[src/rtl/mux_nx1_serial_pkg.sv]
// rtl/mux_nx1_serial_pkg.sv - shared defaults and state encoding for the lane serialiser
// Optional feature macro: MUX_SKIP_INVALID_EN (skip lanes whose valid bit is low).
package mux_nx1_serial_pkg;

  // K28.5 comma, the 8-bit default filler for idle slots
  localparam logic [7:0] IDLE_WORD_DEF = 8'hBC;

  typedef enum logic {
    ST_IDLE  = 1'b0,
    ST_SHIFT = 1'b1
  } state_t;

endpackage

[src/rtl/mux_nx1_serial_lane_pick.sv]
// rtl/mux_nx1_serial_lane_pick.sv - selects the held lane word and computes the next lane / last flag
// With MUX_SKIP_INVALID_EN defined, lanes with a clear valid bit are skipped.
module lane_pick #(
  parameter int WIDTH = 8,
  parameter int LANES = 4,
  parameter int LW    = $clog2(LANES)
) (
  input  logic [LANES*WIDTH-1:0] hold_data,
  input  logic [LANES-1:0]       hold_valid,
  input  logic [LW-1:0]          cnt,
  output logic [WIDTH-1:0]       lane_data,
  output logic                   lane_valid,
  output logic [LW-1:0]          next_lane,
  output logic                   is_last
);

  always_comb begin
    lane_data  = '0;
    lane_valid = 1'b0;
    for (int i = 0; i < LANES; i++) begin
      if (cnt == LW'(i)) begin
        lane_data  = hold_data[i*WIDTH +: WIDTH];
        lane_valid = hold_valid[i];
      end
    end
  end

`ifdef MUX_SKIP_INVALID_EN
  // Scan downward so the lowest valid lane above cnt wins
  always_comb begin
    next_lane = cnt;
    is_last   = 1'b1;
    for (int i = LANES - 1; i >= 0; i--) begin
      if (hold_valid[i] && (i > int'(cnt))) begin
        next_lane = LW'(i);
        is_last   = 1'b0;
      end
    end
  end
`else
  always_comb begin
    next_lane = cnt + LW'(1);
    is_last   = (int'(cnt) == LANES - 1);
  end
`endif

endmodule

[src/rtl/mux_nx1_serial.sv]
// rtl/mux_nx1_serial.sv - serialises a group of LANES lane words onto one output, one lane per clock
// Optional feature macro: MUX_SKIP_INVALID_EN (emit only valid lanes).
module mux_nx1_serial
  import mux_nx1_serial_pkg::*;
#(
  parameter int                 WIDTH     = 8,
  parameter int                 LANES     = 4,
  parameter logic [WIDTH-1:0]   IDLE_WORD = WIDTH'(IDLE_WORD_DEF)
) (
  input  logic                       clk,
  input  logic                       reset,
  input  logic [LANES*WIDTH-1:0]     in_data,
  input  logic [LANES-1:0]           in_valid,
  output logic                       in_ready,
  output logic [WIDTH-1:0]           out_data,
  output logic                       out_valid,
  output logic [$clog2(LANES)-1:0]   out_lane
);

  localparam int LW = $clog2(LANES);

  state_t                 state, state_next;
  logic [LW-1:0]          cnt, cnt_next;
  logic [LANES*WIDTH-1:0] hold_data;
  logic [LANES-1:0]       hold_valid;
  logic [WIDTH-1:0]       lane_data;
  logic                   lane_valid;
  logic [LW-1:0]          next_lane;
  logic                   is_last;
  logic [LW-1:0]          first_lane;
  logic                   capture;

  lane_pick #(
    .WIDTH (WIDTH),
    .LANES (LANES),
    .LW    (LW)
  ) u_lane_pick (
    .hold_data  (hold_data),
    .hold_valid (hold_valid),
    .cnt        (cnt),
    .lane_data  (lane_data),
    .lane_valid (lane_valid),
    .next_lane  (next_lane),
    .is_last    (is_last)
  );

`ifdef MUX_SKIP_INVALID_EN
  always_comb begin
    first_lane = '0;
    for (int i = LANES - 1; i >= 0; i--) begin
      if (in_valid[i]) first_lane = LW'(i);
    end
  end
`else
  assign first_lane = '0;
`endif

  // Ready on the final lane lets the next group load with no bubble
  assign in_ready = reset && ((state == ST_IDLE) || ((state == ST_SHIFT) && is_last));
  assign capture  = in_ready && (|in_valid);

  always_comb begin
    state_next = state;
    cnt_next   = cnt;
    if (capture) begin
      state_next = ST_SHIFT;
      cnt_next   = first_lane;
    end else if (state == ST_SHIFT) begin
      if (is_last) begin
        state_next = ST_IDLE;
        cnt_next   = '0;
      end else begin
        cnt_next = next_lane;
      end
    end
  end

  always_ff @(posedge clk) begin
    if (!reset) begin
      state      <= ST_IDLE;
      cnt        <= '0;
      hold_data  <= '0;
      hold_valid <= '0;
      out_data   <= IDLE_WORD;
      out_valid  <= 1'b0;
      out_lane   <= '0;
    end else begin
      state <= state_next;
      cnt   <= cnt_next;
      if (capture) begin
        hold_data  <= in_data;
        hold_valid <= in_valid;
      end
      if (state == ST_SHIFT) begin
        out_data  <= lane_valid ? lane_data : IDLE_WORD;
        out_valid <= lane_valid;
        out_lane  <= cnt;
      end else begin
        out_data  <= IDLE_WORD;
        out_valid <= 1'b0;
        out_lane  <= '0;
      end
    end
  end

endmodule

[config.mk]
export PLATFORM = sky130hd
export DESIGN_NAME = mux_nx1_serial
export DESIGN_NICKNAME = d
export VERILOG_FILES = /design/src/rtl/mux_nx1_serial_pkg.sv /design/src/rtl/mux_nx1_serial_lane_pick.sv /design/src/rtl/mux_nx1_serial.sv
export SDC_FILE = /design/constraint.sdc
export NUM_CORES = 1
export LEC_CHECK = 0
export BUFFER_PORTS_ARGS = -buffer_cell sky130_fd_sc_hd__clkbuf_2
export CAP_MARGIN = 30
export CORE_ASPECT_RATIO = 1.5
export CORE_MARGIN = 5
export CORE_UTILIZATION = 40
export DETAILED_ROUTE_END_ITERATION = 10
export PLACE_DENSITY = 0.62
export REMOVE_ABC_BUFFERS = 1
export SYNTH_ARGS = -nofsm -noshare
export SYNTH_HDL_FRONTEND = slang
export SYNTH_SLANG_ARGS = --single-unit
[constraint.sdc]
create_clock -name clk -period 2.3 [get_ports clk]
set_input_delay 0.46 -clock clk [delete_from_list [all_inputs] [get_ports clk]]
set_output_delay 0.46 -clock clk [all_outputs]
set_load 0.05 [all_outputs]
# Word-level counts from Yosys, hierarchy flattened
# Cells that the tools add are included.
[classes]
add_sub_neg = 1
n_eq_ne = 4
mux = 12
bitwise = 2
n_reduce_logical = 9
[ops]
columns = ["op", "n"]
rows = [
  ["two-way mux 8 bit", 4],
  ["two-way mux 1 bit", 7],
  ["== test 2 x 1 -> 1 bit (second input constant)", 2],
  ["== test 2 bit (second input constant)", 2],
  ["OR reduction 4 bit", 1],
  ["logical AND 1 bit", 3],
  ["AND reduction 3 bit", 1],
  ["adder 2 x 1 -> 2 bit (second input constant)", 1],
  ["logical NOT 2 bit", 1],
  ["two-way mux 2 bit", 1],
  ["inverter 1 bit", 2],
  ["AND reduction 2 bit", 1],
  ["OR reduction 2 bit", 1],
  ["logical OR 1 bit", 1],
]
[totals]
ff_bits = 50
out_inout_bits = 12

# Logic depth before layout (Yosys ltp)
# Gate-level depths: netlist of the first run.
[logic_depth]
word_depth = 6
ltp_mapped = 8
ltp_nobuf = 6

# By module
# Synthesis of the first run repeated with hierarchy kept, for this count alone.
[unflattened]
hier_cells = 232
hier_area_um2 = 2090.8
[by_module_without_submodules]
columns = ["mod", "n_inst", "cells_each", "area_each_um2", "seq_area_each_um2"]
rows = [
  ["mux_nx1_serial", 1, 190, 1808.0, 1001.0],
  ["lane_pick", 1, 42, 282.8, 0.0],
]

# Worst setup path before layout of the first run
# No wires, ideal clock.
[synth_timing]
kind = "register to register"
from = "reg cnt[0]"
to = "reg hold_valid[0]"
setup_ns = 0.117
arrival_ns = 1.651
required_ns = 2.183
setup_slack_ns = 0.532
path_stages_with_launch = 8
synth_period_minus_slack_ns = 1.768
path_cell_list = "dfxtp_1 > ha_1 > buf_2 > nand2b_4 > and2_0 > buf_2 > nand2b_1 > a32o_1"
[synth_via]
elab_chain_len = 5
[synth_rtl]
columns = ["item", "line", "rtl"]
rows = [
  ["from (decl)", "mux_nx1_serial.sv:23", "logic [LW-1:0] cnt, cnt_next;"],
  ["from (signal assigned)", "mux_nx1_serial.sv:89", "cnt <= cnt_next;"],
  ["== test 2 x 1 -> 1 bit", "mux_nx1_serial_lane_pick.sv:43", "is_last = (int'(cnt) == LANES - 1);"],
  ["logical AND 1 bit", "mux_nx1_serial.sv:59", "assign in_ready = reset && ((state == ST_IDLE) || ((state == ST_SHIFT) && is_last));"],
  ["logical OR 1 bit", "mux_nx1_serial.sv:59", ""],
  ["logical AND 1 bit", "mux_nx1_serial.sv:59", ""],
  ["net in_ready", "mux_nx1_serial.sv:14", "output logic in_ready,"],
  ["logical AND 1 bit", "mux_nx1_serial.sv:60", "assign capture = in_ready && (|in_valid);"],
  ["to (signal assigned)", "mux_nx1_serial.sv:92", "hold_valid <= in_valid;"],
  ["to (decl)", "mux_nx1_serial.sv:25", "logic [LANES-1:0] hold_valid;"],
]
# The timed path passes the listed nets, and every way through them passes these cells.
# A chain may end at the register's enable or synchronous reset.

# Worst setup path in the final report of the first run
[layout_timing]
from = "reg cnt[0]"
to = "out in_ready"
[layout_via]
elab_chain_len = 4
[layout_rtl]
columns = ["item", "line"]
rows = [
  ["== test 2 x 1 -> 1 bit", "mux_nx1_serial_lane_pick.sv:43"],
  ["logical AND 1 bit", "mux_nx1_serial.sv:59"],
  ["logical OR 1 bit", "mux_nx1_serial.sv:59"],
  ["logical AND 1 bit", "mux_nx1_serial.sv:59"],
  ["to (decl)", "mux_nx1_serial.sv:14"],
]
# No other way between the ends.

==> results of run 1 <==
area by class of cell:
cell class / instances / share of cell area
Inverter: 6 / 0.00941
Clock inverter: 1 / 0.00209
Sequential cell: 50 / 0.418
Tap cell: 66 / 0.0345
Timing Repair Buffer: 54 / 0.124
Multi-Input combinational cell: 152 / 0.375
Clock buffer: 7 / 0.0361
report_power, final:
part	internal, mW	leakage (nW)	switching, mW
registers	0.925	0.412	0.0348
logic	0.0908	0.529	0.125
clock network	0.243	0.0482	0.277
total	1.26	0.989	0.437
metal layers:
metal	GRT usage	wire [um]	vias to the layer above
met5	0	0	-
met4	0.0689	102	0
met3	0.0267	143	6
met2	0.239	2320	37
met1	0.171	1820	776
li1	-	-	856
sequential cells by signal, summed over array words and instances (netlist names):
register	count
hold_data	32
out_valid	1
out_data	8
out_lane	2
state	1
cnt	2
hold_valid	4
worst max-delay path: stages, from the launching register on:
cell      delay, ns
dfxtp_1        0.42
ha_1           0.20
nand2b_4       0.15
and2_0         0.36
buf_12         0.19
kinds of logic (layout without fill, tap and decap cells):
| kind of cell | after synthesis | in the layout |
|---|---|---|
| simple gates | 88 | 88 |
| compound gates | 59 | 59 |
| flops | 50 | 50 |
| buf+inv | 24 | 68 |
| fa+ha+maj | 4 | 4 |
| mux | 1 | 1 |
metrics by stage:
step | TNS (ns) | cells | power, mW | hold WS, ns | area [um^2]
2_1_floorplan | -28.22 | 208 | 1.10 | 0.429 | 1920
3_3_place_gp | 0 | 328 | 1.20 | 0.444 | 2300
3_5_place_dp | 0 | 328 | 1.20 | 0.451 | 2300
4_1_cts | 0 | 336 | 1.72 | 0.337 | 2390
5_1_grt | 0 | 336 | 1.78 | 0.345 | 2390
6_report | 0 | 336 | 1.70 | 0.344 | 2390
cells in the mapped netlist:
cell      instances
nand4_1           1
nand2b_4          1
nor2b_1           6
a21boi_1          3
a221oi_2          1
a32o_1            4
o21ai_1           1
buf_2             7
o31ai_1           3
nor3_1            1
nand2_1          70
ha_1              4
nand2b_1          1
inv_2             1
inv_1             5
and2_0            1
buf_1             2
buf_6             2
dfxtp_1          50
nor3b_2           1
a211o_1           3
nor2_1            1
and3_1            2
o21ai_0          28
buf_4             2
nor4_4            1
a21oi_1           2
clkbuf_1          5
nand3b_1          1
mux2i_1           1
a221oi_1          8
o41ai_4           1
o311ai_0          5
nor2b_4           1
worst paths after layout:
| kind | to | slack [ns] | depth (start not counted) |
|---|---|---|---|
| max reg2reg | out_data[3] | 0.27 | 6 |
| min reg2reg | hold_data[30] | 0.46 | 2 |
| min | hold_data[17] | 0.34 | 3 |
| max | in_ready | 0.22 | 4 |
==> impl_metrics.toml, run 1 <==
[worst_setup_path]
critPathCaptureType = "output port"
crit_path_start = "cnt[0]"
cp_max_fo = 6
worstPathRequired_ns = 1.84
r2r-start = "cnt[1]"
critical_path_class = "flop to output port"
arrival_ns = 1.62
worstSetupStartpointType = "flop"

[placed_design]
gp_congestion = 0.771
post-place-ws_ns = 0.242
port_buffers = 49
dp_hpwl_mm = 3.23

[synthesis]
seq_area_frac_synth = 0.497
synthXorXnorAreaFrac = 0
muxShareOfSynthArea = 0.00497
synth_top_family_by_area = "compound AO/OA/AOI/OAI gates"
synth_compound_area_frac = 0.210
post_synth.cell_area_avg_um2 = 8.91
yosysTopAreaCell = "dfxtp_1"
yosys.area_share.adder = 0.0248
yosys.cell_types.count = 34
synthSimpleGateAreaFrac = 0.203
synth_top_cell_area_share = 0.497
ys.warnings.count = 0
synth_area_um2 = 2010
synth_area_leaders = "dfxtp_1 (50%), nand2_1 (13%), o21ai_0 (7.0%), a221oi_1 (3.5%), ha_1 (2.5%)"
synth_cells = 226
ys_ff_latch = 50

[layout]
fin_nets = 311
num-fill-cells = 519
drive_above_1_share = 0.252
layout_common_cells = "nand2_1 (70), dfxtp_1 (50), clkbuf_2 (48)"
multi_input_area_um2 = 898
layout_commonest_cell = "nand2_1"
syn_to_final_growth_pct = 18.8
antenna_cells = 0
seqCellArea_um2 = 1000
fin_util = 0.494

[timing]
max_slew_margin = 0.684
setup_slack_ns = 0.217
fin_skew_ns = 0.00723
period_share = 0.906
max_freq_ghz = 0.480
period_needed_ns = 2.08
timing.final.max_slew_violations = 0
rsz0062_at_grt = "no"
worst_pin_slew_ns = 0.473
hold_viol_final = 0
setup_viol = 0

[die]
io_pins = 50
num_rows = 31
fp.dieH_um = 96.9
die_w_um = 67.9
core_area_um2 = 4850
die_area_um2 = 6580
start_util = 0.415

[route]
via_per_inst = 4.99
wl_per_cell_um = 13.1
drt-pass1-iter-count = 4
route.detailed.drc = 0
antenna_left = 0
dr.first_iter.drc_count = 109
dr_total_vias = 1675
routed_wl_mm = 4.39

[clock_network]
path_clk_slew_ns = 0.09
post_cts_buffers = 0
cts_tree = "built"
cts_repair_resize_count = 0
cts_hold_buf = 0
cts-buffers-inserted = 5
cts_htree_levels = 2
root_buffer = "clkbuf_8"
cts.sinks = 50
clock_path_buffers = 2
clk_latency_ns = 0.30

[power]
power_density_nw_per_um2 = 708
leakagePower_nw = 0.989
ir_drop_v = 0.000291

[grt]
grt_start_max_net_pins = 37
grt_pass1_wl_mm = 7.33
grt_antenna_before_repair = 0
gr-total-overflow = 0
grt_pass1_vias = 1645
grt_usage = 0.144

[worst_hold_path]
min_from = "in_data[17]"
hp-class = "input pin to flop"

[status]
status = "finished clean"

[flow_run]
maxCapViolCount = 0
Note: power is estimated with default switching activity, not from simulation.
==> run 2: changes to the inputs <==
--- a/config.mk
+++ b/config.mk
@@ -11,8 +11,9 @@
 export CORE_MARGIN = 5
 export CORE_UTILIZATION = 40
 export DETAILED_ROUTE_END_ITERATION = 10
-export PLACE_DENSITY = 0.62
+export PLACE_DENSITY = 0.61
 export REMOVE_ABC_BUFFERS = 1
 export SYNTH_ARGS = -nofsm -noshare
 export SYNTH_HDL_FRONTEND = slang
+export SYNTH_HIERARCHICAL = 1
 export SYNTH_SLANG_ARGS = --single-unit
==> impl_metrics.toml, run 2 <==
[synthesis]
synth_area_leaders = "dfxtp_1 (48%), o211ai_1 (11%), o21ai_1 (7.2%), inv_1 (6.1%), a22oi_1 (2.9%)"
synth_cells = 232
synth_area_um2 = 2090
synth_most_common_cell = "dfxtp_1"
seq_area_frac_synth = 0.479
ys_ff_latch = 50
synth_commonest_cells = "dfxtp_1 (50), inv_1 (34), o211ai_1 (32)"
yosys.cell_types.count = 28
synth_top_cell_area_share = 0.479
ys.warnings.count = 6
synth-async-reset-ratio = 0
post_synth.cell_area_avg_um2 = 9.01
synth-edff-count = 0
yosysTopAreaCell = "dfxtp_1"
synth_ff_type = "dfxtp_1"

[clock_network]
post_cts_buffers = 0
root_buffer = "clkbuf_8"
cts_htree_levels = 2
cts-buffers-inserted = 5
cts_tree = "built"
clk_latency_ns = 0.30
path_clk_slew_ns = 0.08
clock_path_buffers = 2
cts.sinks = 50

[layout]
multi_input_area_um2 = 856
fin_nets = 318
layout_common_cells = "dfxtp_1 (50), clkbuf_2 (48), inv_1 (34)"
largest_reg_flops = 32
antenna_cells = 0
regMostFlops = "hold_data"
fin_area_um2 = 2490
num-fill-cells = 544
top_regs = "hold_data: 32 flops, out_data: 8 flops, hold_valid: 4 flops"
layout_commonest_cell = "dfxtp_1"
seqCellArea_um2 = 1000
syn_to_final_growth_pct = 19.2
drive_above_1_share = 0.249

[timing]
max_freq_ghz = 0.470
max_slew_margin = 0.594
hold_viol_final = 0
timing.final.max_slew_violations = 0
holdWs_ns = 0.372
fin_skew_ns = 0.00347
setup_slack_ns = 0.170
rsz0062_at_grt = "no"
worst_pin_slew_ns = 0.607
period_share = 0.926
period_needed_ns = 2.13
setup_viol = 0
fin_tns_setup_ns = 0

[placed_design]
port_buffers = 49
place_area_um2 = 2380
post-place-ws_ns = 0.330
gp_congestion = 0.710
dp_hpwl_mm = 3.39

[route]
route.detailed.drc = 0
routed_wl_mm = 4.74
antenna_left = 0
via_per_inst = 5.05
dr_total_vias = 1742
dr.first_iter.drc_count = 92
wl_per_cell_um = 13.7
drt-pass1-iter-count = 4

[worst_setup_path]
cpPeakStageDelay_ns = 0.40
worstSetupStartpointType = "flop"
crit_buf_inv = 1
cp_max_fo = 6
critPathCaptureType = "output port"
cp_slowest_cell = "dfxtp_1"
arrival_ns = 1.67
crit_family = "simple AND/OR/NAND/NOR gates"
critical_path_class = "flop to output port"
critical_path.cell_chain = "ha_1, nand2b_1, and2_1, clkbuf_4"
worstPathRequired_ns = 1.84

[grt]
grt_start_max_net_pins = 44
grt_usage = 0.145
grt_pass1_wl_mm = 8.05
grt_antenna_before_repair = 0
grt_pass1_vias = 1730
gr-total-overflow = 0

[die]
core_area_um2 = 5120
die_area_um2 = 6800
start_util = 0.408
die_w_um = 69.0
fp.dieH_um = 98.5
num_rows = 32
io_pins = 50

[power]
power_density_nw_per_um2 = 696
leakagePower_nw = 1.11
ir_drop_v = 0.000401

[status]
status = "finished clean"

[flow_run]
maxCapViolCount = 0

[worst_hold_path]
hp-class = "input pin to flop"
run 2: path summary, 6_finish.rpt:
check | startpoint | endpoint | slack [ns] | cells past startpoint
setup / recovery | cnt[0] | in_ready | 0.17 | 4
hold / removal | in_data[28] | hold_data[28] | 0.37 | 3
setup reg to reg | cnt[1] | out_data[1] | 0.32 | 7
hold reg to reg | hold_data[8] | hold_data[8] | 0.50 | 2
run 2: stage by stage:
step | utilization | instances | power [mW]
2_1_floorplan | - | 212 | 1.09
3_3_place_gp | 0.464 | 337 | 1.18
3_5_place_dp | 0.464 | 337 | 1.19
4_1_cts | 0.486 | 345 | 1.76
5_1_grt | 0.486 | 345 | 1.82
6_report | 0.486 | 345 | 1.73
run 2: logic make-up (layout without fill, tap and decap cells):
| group | count (synthesis) | after routing | synth area share |
|---|---|---|---|
| adders and majority gates | 4 | 4 | 0.0239 |
| DFF | 50 | 50 | 0.479 |
| buffers and inverters | 55 | 100 | 0.113 |
| AOI/OAI and AO/OA | 97 | 97 | 0.299 |
| and+or+nand+nor | 26 | 26 | 0.0856 |
run 2: cell type report:
type,instances,share of cell area
flip-flops and latches,50,0.402
multi-input cells,127,0.344
repair buffers,57,0.124
inverters,35,0.0527
clock buffers,8,0.0442
well taps,68,0.0342
run 2: timing repair:
item,CTS,global route
endpoints found under the setup margin,0,1
resized for setup,0,3
endpoints found under the hold margin,0,0
hold buffers,0,0
run 2: power breakdown:
part,internal [mW],switching (mW)
Sequential,0.917,0.0293
Clock,0.304,0.268
Combinational,0.0881,0.128
Total,1.31,0.425
run 2: worst reg2reg max path: stages (launching register included):
cell	delay (ns)
dfxtp_1	0.39
inv_1	0.08
ha_1	0.19
nor2b_1	0.49
a22oi_1	0.14
a21oi_1	0.17
and3_1	0.32
and2_1	0.16
run 2: per-layer routing:
metal | up-vias | wire (um) | global-route usage
li1 | 903 | - | -
met1 | 800 | 2010 | 0.178
met2 | 34 | 2440 | 0.239
met3 | 5 | 186 | 0.0347
met4 | 0 | 101 | 0.0677
met5 | - | 0 | 0
==> run 3: changes to the inputs <==
--- a/config.mk
+++ b/config.mk
@@ -5,7 +5,7 @@
 export SDC_FILE = /design/constraint.sdc
 export NUM_CORES = 1
 export LEC_CHECK = 0
-export BUFFER_PORTS_ARGS = -buffer_cell sky130_fd_sc_hd__clkbuf_2
+export BUFFER_PORTS_ARGS = -buffer_cell sky130_fd_sc_hd__buf_4
 export CAP_MARGIN = 30
 export CORE_ASPECT_RATIO = 1.5
 export CORE_MARGIN = 5
==> impl_metrics.toml, run 3 (same netlist as run 2, synthesis figures left out) <==
[status]
status = "finished clean"

[route]
antenna_left = 0
drt-pass1-iter-count = 4
dr.first_iter.drc_count = 49
route.detailed.drc = 0
wl_per_cell_um = 13.7
via_per_inst = 5.06
dr_total_vias = 1745
routed_wl_mm = 4.72

[worst_setup_path]
worstSetupStartpointType = "flop"
critical_path.cell_chain = "ha_1, nand2b_1, and2_0, buf_4"
cp_max_fo = 6
crit_family = "simple AND/OR/NAND/NOR gates"
crit_buf_inv = 1
worstPathRequired_ns = 1.84
worstRegToRegCells = 7
critical_path_class = "flop to output port"
critPathCaptureType = "output port"
cpPeakStageDelay_ns = 0.41
cp_slowest_cell = "dfxtp_1"
arrival_ns = 1.71
reg2reg_slack_ns = 0.21
r2r-start = "cnt[1]"
r2r_end = "out_data[6]"

[power]
ir_drop_v = 0.000392
leakagePower_nw = 1.13
comb_power_share = 0.145
switchingPower_mw = 0.410
clkPwrFrac = 0.280
power_density_nw_per_um2 = 637
seqPwrFrac = 0.574
sw_frac_of_total = 0.249
p_int_mw = 1.24

[die]
num_rows = 32
die_w_um = 69.0
io_pins = 50
fp.dieH_um = 98.5
core_area_um2 = 5120
start_util = 0.408
die_area_um2 = 6800

[layout]
antenna_cells = 0
regMostFlops = "hold_data"
fin_nets = 319
top_regs = "hold_data: 32 flops, out_data: 8 flops, hold_valid: 4 flops"
syn_to_final_growth_pct = 23.6
drive_above_1_share = 0.242
layout_common_cells = "buf_4 (58), dfxtp_1 (50), inv_1 (34)"
layout_commonest_cell = "buf_4"
largest_reg_flops = 32
num-fill-cells = 549
fin_cells = 345

[worst_hold_path]
holdPathStages = 3
hold-path-endpoint = "hold_data[19]"
min_from = "in_data[19]"
hp-class = "input pin to flop"

[timing]
setup_viol = 0
period_needed_ns = 2.17
max_slew_margin = 0.560
worst_pin_slew_ns = 0.658
timing.final.max_slew_violations = 0
max_freq_ghz = 0.461
rsz0062_at_grt = "no"
setup_slack_ns = 0.131
fin_skew_ns = 0.00401
hold_viol_final = 0
period_share = 0.943

[grt]
grt_pass1_wl_mm = 7.91
gr-total-overflow = 0
grt_antenna_before_repair = 0
grt_start_max_net_pins = 25
grt_usage = 0.142
grt_pass1_vias = 1715

[clock_network]
cts_repair_resize_count = 0
post_cts_buffers = 0
clock_path_buffers = 2
cts_tree = "built"
cts-buffers-inserted = 5
cts_htree_levels = 2
path_clk_slew_ns = 0.08
root_buffer = "clkbuf_8"
clk_latency_ns = 0.29
cts_hold_buf = 0
cts.sinks = 50

[placed_design]
dp_hpwl_mm = 3.39
gp_congestion = 0.772
post-place-ws_ns = 0.237
dp_cells = 338
port_buffers = 49

[flow_run]
maxCapViolCount = 0
## run 3: cell types whose count changed in the layout (fill, tap and decap cells not counted), sizes merged
cell    previous run  this run
buf                8        58
clkbuf            57         7
## run 3: worst max-delay path by stage
stage,to,slack (ns),cells past startpoint,start
2_1_floorplan,hold_valid[0],-0.02,3,in_valid[3]
3_3_place_gp,out_data[6],0.35,7,cnt[1]
3_5_place_dp,out_data[6],0.24,7,cnt[1]
4_1_cts,in_ready,0.14,4,cnt[1]
5_1_grt,in_ready,0.01,4,cnt[0]
6_report,in_ready,0.13,4,cnt[1]
## run 3: per-stage QoR
step	util	hold WS [ns]	cell area (um^2)	power (mW)	TNS, ns
final	0.504	0.403	2580	1.65	0
after global routing	0.504	0.403	2580	1.72	0
after CTS	0.504	0.394	2580	1.67	0
after detailed placement	0.490	0.488	2510	1.21	0
after global placement	0.490	0.484	2510	1.20	0
after floorplan	-	0.467	1990	1.09	-0.0887
## run 3: layout make-up
class	instances	area, um^2	area share
inverter	35	131	0.0508
timing repair buffer	58	435	0.168
sequential	50	1000	0.387
clock buffer	7	76.3	0.0295
tap	68	85.1	0.0329
multi-input combinational	127	856	0.331
## run 3: per-layer routing
metal / vias to the layer above / GRT usage / wire length, um
li1: 899 / - / -
met1: 793 / 0.169 / 2030
met2: 45 / 0.244 / 2320
met3: 8 / 0.0316 / 247
met4: 0 / 0.0632 / 115
met5: - / 0 / 0
## run 3: power groups by stage
| stage | Clock (mW) | Combinational (mW) | Sequential, mW |
|---|---|---|---|
| after floorplan | 0 | 0.109 | 0.977 |
| after global placement | 0 | 0.238 | 0.966 |
| after detailed placement | 0 | 0.242 | 0.966 |
| after CTS | 0.483 | 0.242 | 0.946 |
| after global routing | 0.505 | 0.265 | 0.953 |
| final | 0.462 | 0.240 | 0.946 |
## run 3: worst min-delay path, cell delays in order
cell and delay [ns]:
buf_4 0.07, inv_1 0.03, o21ai_1 0.10
